### config.mk
export PLATFORM = sky130hd
export DESIGN_NAME = reg_unit_sb
export DESIGN_NICKNAME = d
export VERILOG_FILES = /design/src/rtl/reg_unit_pkg.sv /design/src/rtl/reg_unit_scoreboard.sv /design/src/rtl/reg_unit_sb.sv
export SDC_FILE = /design/constraint.sdc
export NUM_CORES = 1
export LEC_CHECK = 0
export CAP_MARGIN = 20
export CORE_ASPECT_RATIO = 1.2
export CORE_MARGIN = 2
export CORE_UTILIZATION = 45
export DETAILED_ROUTE_END_ITERATION = 16
export GPL_TIMING_DRIVEN = 0
export HOLD_SLACK_MARGIN = 0.05
export PLACE_DENSITY = 0.6
export SKIP_CTS_REPAIR_TIMING = 1
export SYNTH_ARGS = -nofsm -noshare
export SYNTH_HDL_FRONTEND = slang
export SYNTH_SLANG_ARGS = --single-unit
export TNS_END_PERCENT = 1
### constraint.sdc
create_clock -name clk -period 4.07 [get_ports clk]
set_input_delay 0.6105 -clock clk [delete_from_list [all_inputs] [get_ports clk]]
set_output_delay 0.6105 -clock clk [all_outputs]
set_load 0.02 [all_outputs]
### src/rtl/reg_unit_pkg.sv
// Shared types and default parameters for the pipelined-core register unit.
package reg_unit_pkg;
    typedef enum logic {
        ST_INIT = 1'b0,
        ST_RUN  = 1'b1
    } ru_state_t;

    localparam int XLEN_D    = 32;
    localparam int NREGS_D   = 32;
    localparam int SP_IDX_D  = 2;
    localparam int SP_INIT_D = 1023;
endpackage

### src/rtl/reg_unit_scoreboard.sv
// Per-register busy tracking for in-flight producers; flags RAW hazards on the read ports.
module reg_unit_scoreboard
    import reg_unit_pkg::*;
#(
    parameter int NREGS = NREGS_D,
    parameter int AW    = $clog2(NREGS)
) (
    input  logic          clk,
    input  logic          rst_n,
    input  logic          i_run,
    input  logic          i_issue_acc,
    input  logic [AW-1:0] i_issue_rd,
    input  logic          i_wr_en,
    input  logic          i_wr_clr,
    input  logic [AW-1:0] i_wr_addr,
    input  logic [AW-1:0] i_rs1_addr,
    input  logic [AW-1:0] i_rs2_addr,
    output logic          o_rs1_busy,
    output logic          o_rs2_busy
);
    logic [NREGS-1:0] r_busy;
    logic             w_fwd1;
    logic             w_fwd2;

    // Set is applied after clear so a same-cycle newer producer keeps the bit.
    always_ff @(posedge clk) begin
        if (!rst_n) begin
            r_busy <= '0;
        end else begin
            if (i_wr_clr)
                r_busy[i_wr_addr] <= 1'b0;
            if (i_issue_acc)
                r_busy[i_issue_rd] <= 1'b1;
        end
    end

    assign w_fwd1     = i_wr_en && (i_wr_addr == i_rs1_addr);
    assign w_fwd2     = i_wr_en && (i_wr_addr == i_rs2_addr);
    assign o_rs1_busy = i_run && (i_rs1_addr != '0) && r_busy[i_rs1_addr] && !w_fwd1;
    assign o_rs2_busy = i_run && (i_rs2_addr != '0) && r_busy[i_rs2_addr] && !w_fwd2;
endmodule

### src/rtl/reg_unit_sb.sv
// Parametrised register file with x0 hardwired, write bypass, post-reset init sweep and RAW scoreboard.
module reg_unit_sb
    import reg_unit_pkg::*;
#(
    parameter int XLEN    = XLEN_D,
    parameter int NREGS   = NREGS_D,
    parameter int AW      = $clog2(NREGS),
    parameter int SP_IDX  = SP_IDX_D,
    parameter int SP_INIT = SP_INIT_D
) (
    input  logic            clk,
    input  logic            rst_n,
    input  logic            wr_en,
    input  logic [AW-1:0]   wr_addr,
    input  logic [XLEN-1:0] wr_data,
    input  logic [AW-1:0]   rs1_addr,
    input  logic [AW-1:0]   rs2_addr,
    output logic [XLEN-1:0] rs1_data,
    output logic [XLEN-1:0] rs2_data,
    input  logic            issue_en,
    input  logic [AW-1:0]   issue_rd,
    output logic            rs1_busy,
    output logic            rs2_busy,
    output logic            stall,
    output logic            init_busy
);
    ru_state_t       r_state;
    logic [AW-1:0]   r_cnt;
    logic [XLEN-1:0] r_regs [NREGS];

    logic            w_run;
    logic            w_wr;
    logic            w_issue_acc;
    logic [XLEN-1:0] w_init_val;

    // A reset cycle looks like INIT to the outside even if the state is still RUN.
    assign w_run       = rst_n && (r_state == ST_RUN);
    assign init_busy   = !w_run;
    assign w_wr        = w_run && wr_en && (wr_addr != '0);
    assign stall       = init_busy || rs1_busy || rs2_busy;
    assign w_issue_acc = w_run && issue_en && !stall && (issue_rd != '0);
    assign w_init_val  = (r_cnt == AW'(SP_IDX)) ? XLEN'(SP_INIT) : '0;

    always_ff @(posedge clk) begin
        if (!rst_n) begin
            r_state <= ST_INIT;
            r_cnt   <= '0;
        end else if (r_state == ST_INIT) begin
            r_cnt <= r_cnt + 1'b1;
            if (r_cnt == AW'(NREGS - 1))
                r_state <= ST_RUN;
        end
    end

    // Storage has no reset; the INIT sweep provides the defined contents.
    always_ff @(posedge clk) begin
        if (rst_n) begin
            if (r_state == ST_INIT)
                r_regs[r_cnt] <= w_init_val;
            else if (w_wr)
                r_regs[wr_addr] <= wr_data;
        end
    end

    always_comb begin
        rs1_data = '0;
        rs2_data = '0;
        if (w_run && (rs1_addr != '0))
            rs1_data = (wr_en && (wr_addr == rs1_addr)) ? wr_data : r_regs[rs1_addr];
        if (w_run && (rs2_addr != '0))
            rs2_data = (wr_en && (wr_addr == rs2_addr)) ? wr_data : r_regs[rs2_addr];
    end

    reg_unit_scoreboard #(
        .NREGS (NREGS),
        .AW    (AW)
    ) u_sb (
        .clk         (clk),
        .rst_n       (rst_n),
        .i_run       (w_run),
        .i_issue_acc (w_issue_acc),
        .i_issue_rd  (issue_rd),
        .i_wr_en     (wr_en),
        .i_wr_clr    (w_wr),
        .i_wr_addr   (wr_addr),
        .i_rs1_addr  (rs1_addr),
        .i_rs2_addr  (rs2_addr),
        .o_rs1_busy  (rs1_busy),
        .o_rs2_busy  (rs2_busy)
    );
endmodule

==> metrics.txt <==
leading cell type in the layout, fill and taps excluded sky130_fd_sc_hd__edfxtp_1; area growth from synthesis to layout 17.5%; worst relative slew slack 0.229; data required time of the worst path 3.46 ns; clock root buffer master sky130_fd_sc_hd__clkbuf_16; count of vias placed by the detailed router 29500; launching element type of the critical path input port; maximum vdd ir drop 0.327 mV; min setup slack post-route -0.266 ns; post-synthesis area per instance 21.0 µm²; Post-DRT Antenna Nets 0; number of core rows ~130; worst setup slack before clock tree synthesis -2.04 ns; drc violations 0; run status complete, but fails checks; number of buffers created by CTS 111; initial core utilization 0.453; number of max-cap violations 0; routed vias/inst slightly below 7; fin. max-slew vios 0; final hold violations 0; post-synthesis instance area about 0.050 mm²; clk slew on worst S/H paths roughly 0.06 ns; final clock period utilization by the worst path 1.07; Worst-Skew Late Latency roughly 0.73 ns; post-detailed-routing wire length around 170 mm; Post-Syn Nets 2453; top achievable clock speed between 200 and 250 MHz; wire length of the first global-routing pass roughly 230 mm; Worst-Margin Slew 1.16 ns; critical path peak fanout 10; crit path capture type primary output; Post-Layout Cell Count between 4000 and 5000; flip-flop cell with the highest count after synthesis sky130_fd_sc_hd__edfxtp_1; Hold WC Path Type input port to register; level count of the clock H-tree 3; final layout net count between 2000 and 3000; total power consumption of the routed design about 24000 µW; die outline height 370 µm; fill cell instance count of the final layout 8518; asr flop ratio synth 0; leading cell types in the layout, fill and taps excluded sky130_fd_sc_hd__edfxtp_1 (1024), sky130_fd_sc_hd__mux4_2 (652), sky130_fd_sc_hd__clkbuf_16 (114); top post-synthesis cells by area sky130_fd_sc_hd__edfxtp_1 (61%), sky130_fd_sc_hd__mux4_2 (29%), sky130_fd_sc_hd__dfxtp_1 (1.5%); hpwl dp about 120 mm; clock tree from TritonCTS yes; overall die area 0.114 mm²; antenna violations before repair 2; number of failing setup endpoints in the final timing report 26; weighted congestion at the end of routability-driven global placement 0.850; total of flip-flops plus latches after synthesis 1062; number of warnings issued by yosys 0; detailed router's first-iteration violation count 4079; largest clock skew in the final design 0.0334 ns; count of buffers inserted at the top-level ports 115; Horiz. Die Dim about 310 µm; Sinks on Clock Net ~1100; leading area contributor after synthesis sky130_fd_sc_hd__edfxtp_1; minimum clock period after layout between 4 and 5 ns; wire per inst around 40 µm; Netlist cell types 52; unrepaired setup endpoints after global routing yes; maximum clock path buffer count 3; number of global-route vias before repair roughly 30000; number of flops mapped to enable cells by yosys a little over 1000; violations in the final reports negative setup slack; maximum number of pins on one net before global-route repair 33; type of the worst setup path input port to primary output; Final Hold Slack 0.456 ns; number of optimization iterations in the first detailed-route pass 5; power density cells about 400 mW/mm²; layout cells sized above 1 0.395; boundary pin count 124; portion of the post-synthesis area used by sequential elements 0.628; Worst EP arrival between 3 and 4 ns; number of placed instances with taps included 4054; Global Route Usage Sum 0.298; sum of overflow across all layers after global routing 0; leak pwr between 0.015 and 0.02 µW; area of the placeable core roughly 0.11 mm²; cell count after synthesis approximately 2400; fraction of post-synthesis cell area in the top cell type by area 0.613
==> layout make-up <==
cell class	instances	area (µm²)	share of cell area
diodes	1	2.50	0.0000425
plain buffers	198	1280	0.0218
clock buffers	145	2980	0.0505
clock inverters	63	552	0.00936
inverters	13	48.8	0.000828
multi-input cells	1121	18100	0.308
flip-flops and latches	1062	31500	0.535
well taps	1496	1870	0.0318
repair buffers	183	2550	0.0432
==> power breakdown <==
group / total [µW] / internal, µW / switching, µW
Combinational: 1800 / 724 / 1070
Sequential: 12000 / 12000 / 28.4
Clock: 10100 / 5660 / 4390
Total: 23900 / 18400 / 5500
==> synthesized netlist by cell type (3+ instances only) <==
cell / count
sky130_fd_sc_hd__a211oi_1: 64
sky130_fd_sc_hd__a21o_1: 10
sky130_fd_sc_hd__a31oi_1: 3
sky130_fd_sc_hd__a41oi_1: 4
sky130_fd_sc_hd__and2_1: 29
sky130_fd_sc_hd__and3_1: 3
sky130_fd_sc_hd__buf_1: 25
sky130_fd_sc_hd__buf_2: 72
sky130_fd_sc_hd__clkbuf_1: 100
sky130_fd_sc_hd__dfxtp_1: 38
sky130_fd_sc_hd__edfxtp_1: 1024
sky130_fd_sc_hd__ha_1: 3
sky130_fd_sc_hd__inv_1: 12
sky130_fd_sc_hd__mux2_2: 4
sky130_fd_sc_hd__mux2i_1: 73
sky130_fd_sc_hd__mux4_2: 652
sky130_fd_sc_hd__nand2_1: 16
sky130_fd_sc_hd__nand3_1: 16
sky130_fd_sc_hd__nand3b_1: 6
sky130_fd_sc_hd__nand4b_1: 3
sky130_fd_sc_hd__nor2_1: 122
sky130_fd_sc_hd__nor2b_1: 6
sky130_fd_sc_hd__nor3_1: 3
sky130_fd_sc_hd__o211ai_1: 31
sky130_fd_sc_hd__o21ai_0: 26
sky130_fd_sc_hd__o41ai_1: 8
sky130_fd_sc_hd__xnor2_1: 4
sky130_fd_sc_hd__xor2_1: 8
==> routing by layer <==
| metal | routed length [µm] | up-vias | share of wire | track usage |
|---|---|---|---|---|
| li1 | - | 11100 | - | - |
| met1 | 61200 | 16100 | 0.36 | 0.389 |
| met3 | 16500 | 304 | 0.098 | 0.0620 |
| met5 | 0 | - | 0 | 0 |
| met4 | 5970 | 0 | 0.035 | 0.115 |
| met2 | 84600 | 1933 | 0.50 | 0.493 |
==> stage by stage <==
| step | util | setup TNS [ns] | cell area, µm² |
|---|---|---|---|
| 3_3_place_gp | 0.480 | -3209.54 | 53200 |
| 6_report | 0.532 | -4.00 | 58900 |
| 3_5_place_dp | 0.491 | -684.68 | 54400 |
| 2_1_floorplan | - | 0 | 50200 |
| 5_1_grt | 0.532 | -4.70 | 58900 |
| 4_1_cts | 0.523 | -92.41 | 57900 |
==> cells by family after synthesis <==
logic type,Yosys count,synth area share
compound gates,163,0.0235
xor+xnor,12,0.00209
fa+ha+maj,3,0.000748
buf+inv,211,0.0177
flops,1062,0.628
mux,729,0.308
simple gates,214,0.0199
==> state kept, by name, summed over array words and instances (netlist names) <==
name / cells
r_state: 1
r_regs: 1024
u_sb.r_busy: 32
r_cnt: 5
==> final timing paths <==
| check | start | endpoint | slack (ns) | cells after the start |
|---|---|---|---|---|
| min | wr_addr[1] | u_sb.r_busy[3] | 0.46 | 4 |
| max | rs1_addr[0] | rs1_data[5] | -0.27 | 8 |
| max reg2reg | r_state | r_regs[31][31] | 0.23 | 6 |
| min reg2reg | u_sb.r_busy[0] | u_sb.r_busy[0] | 0.50 | 1 |
==> critical path, cell delays in order <==
cell and delay (ns):
sky130_fd_sc_hd__buf_2 0.33, sky130_fd_sc_hd__buf_6 0.31, sky130_fd_sc_hd__buf_4 0.36, sky130_fd_sc_hd__mux4_2 0.56, sky130_fd_sc_hd__mux4_2 0.49, sky130_fd_sc_hd__mux2i_2 0.27
sky130_fd_sc_hd__a211oi_1 0.15, sky130_fd_sc_hd__clkdlybuf4s50_1 0.60
Power figures use the tool's default switching activity.
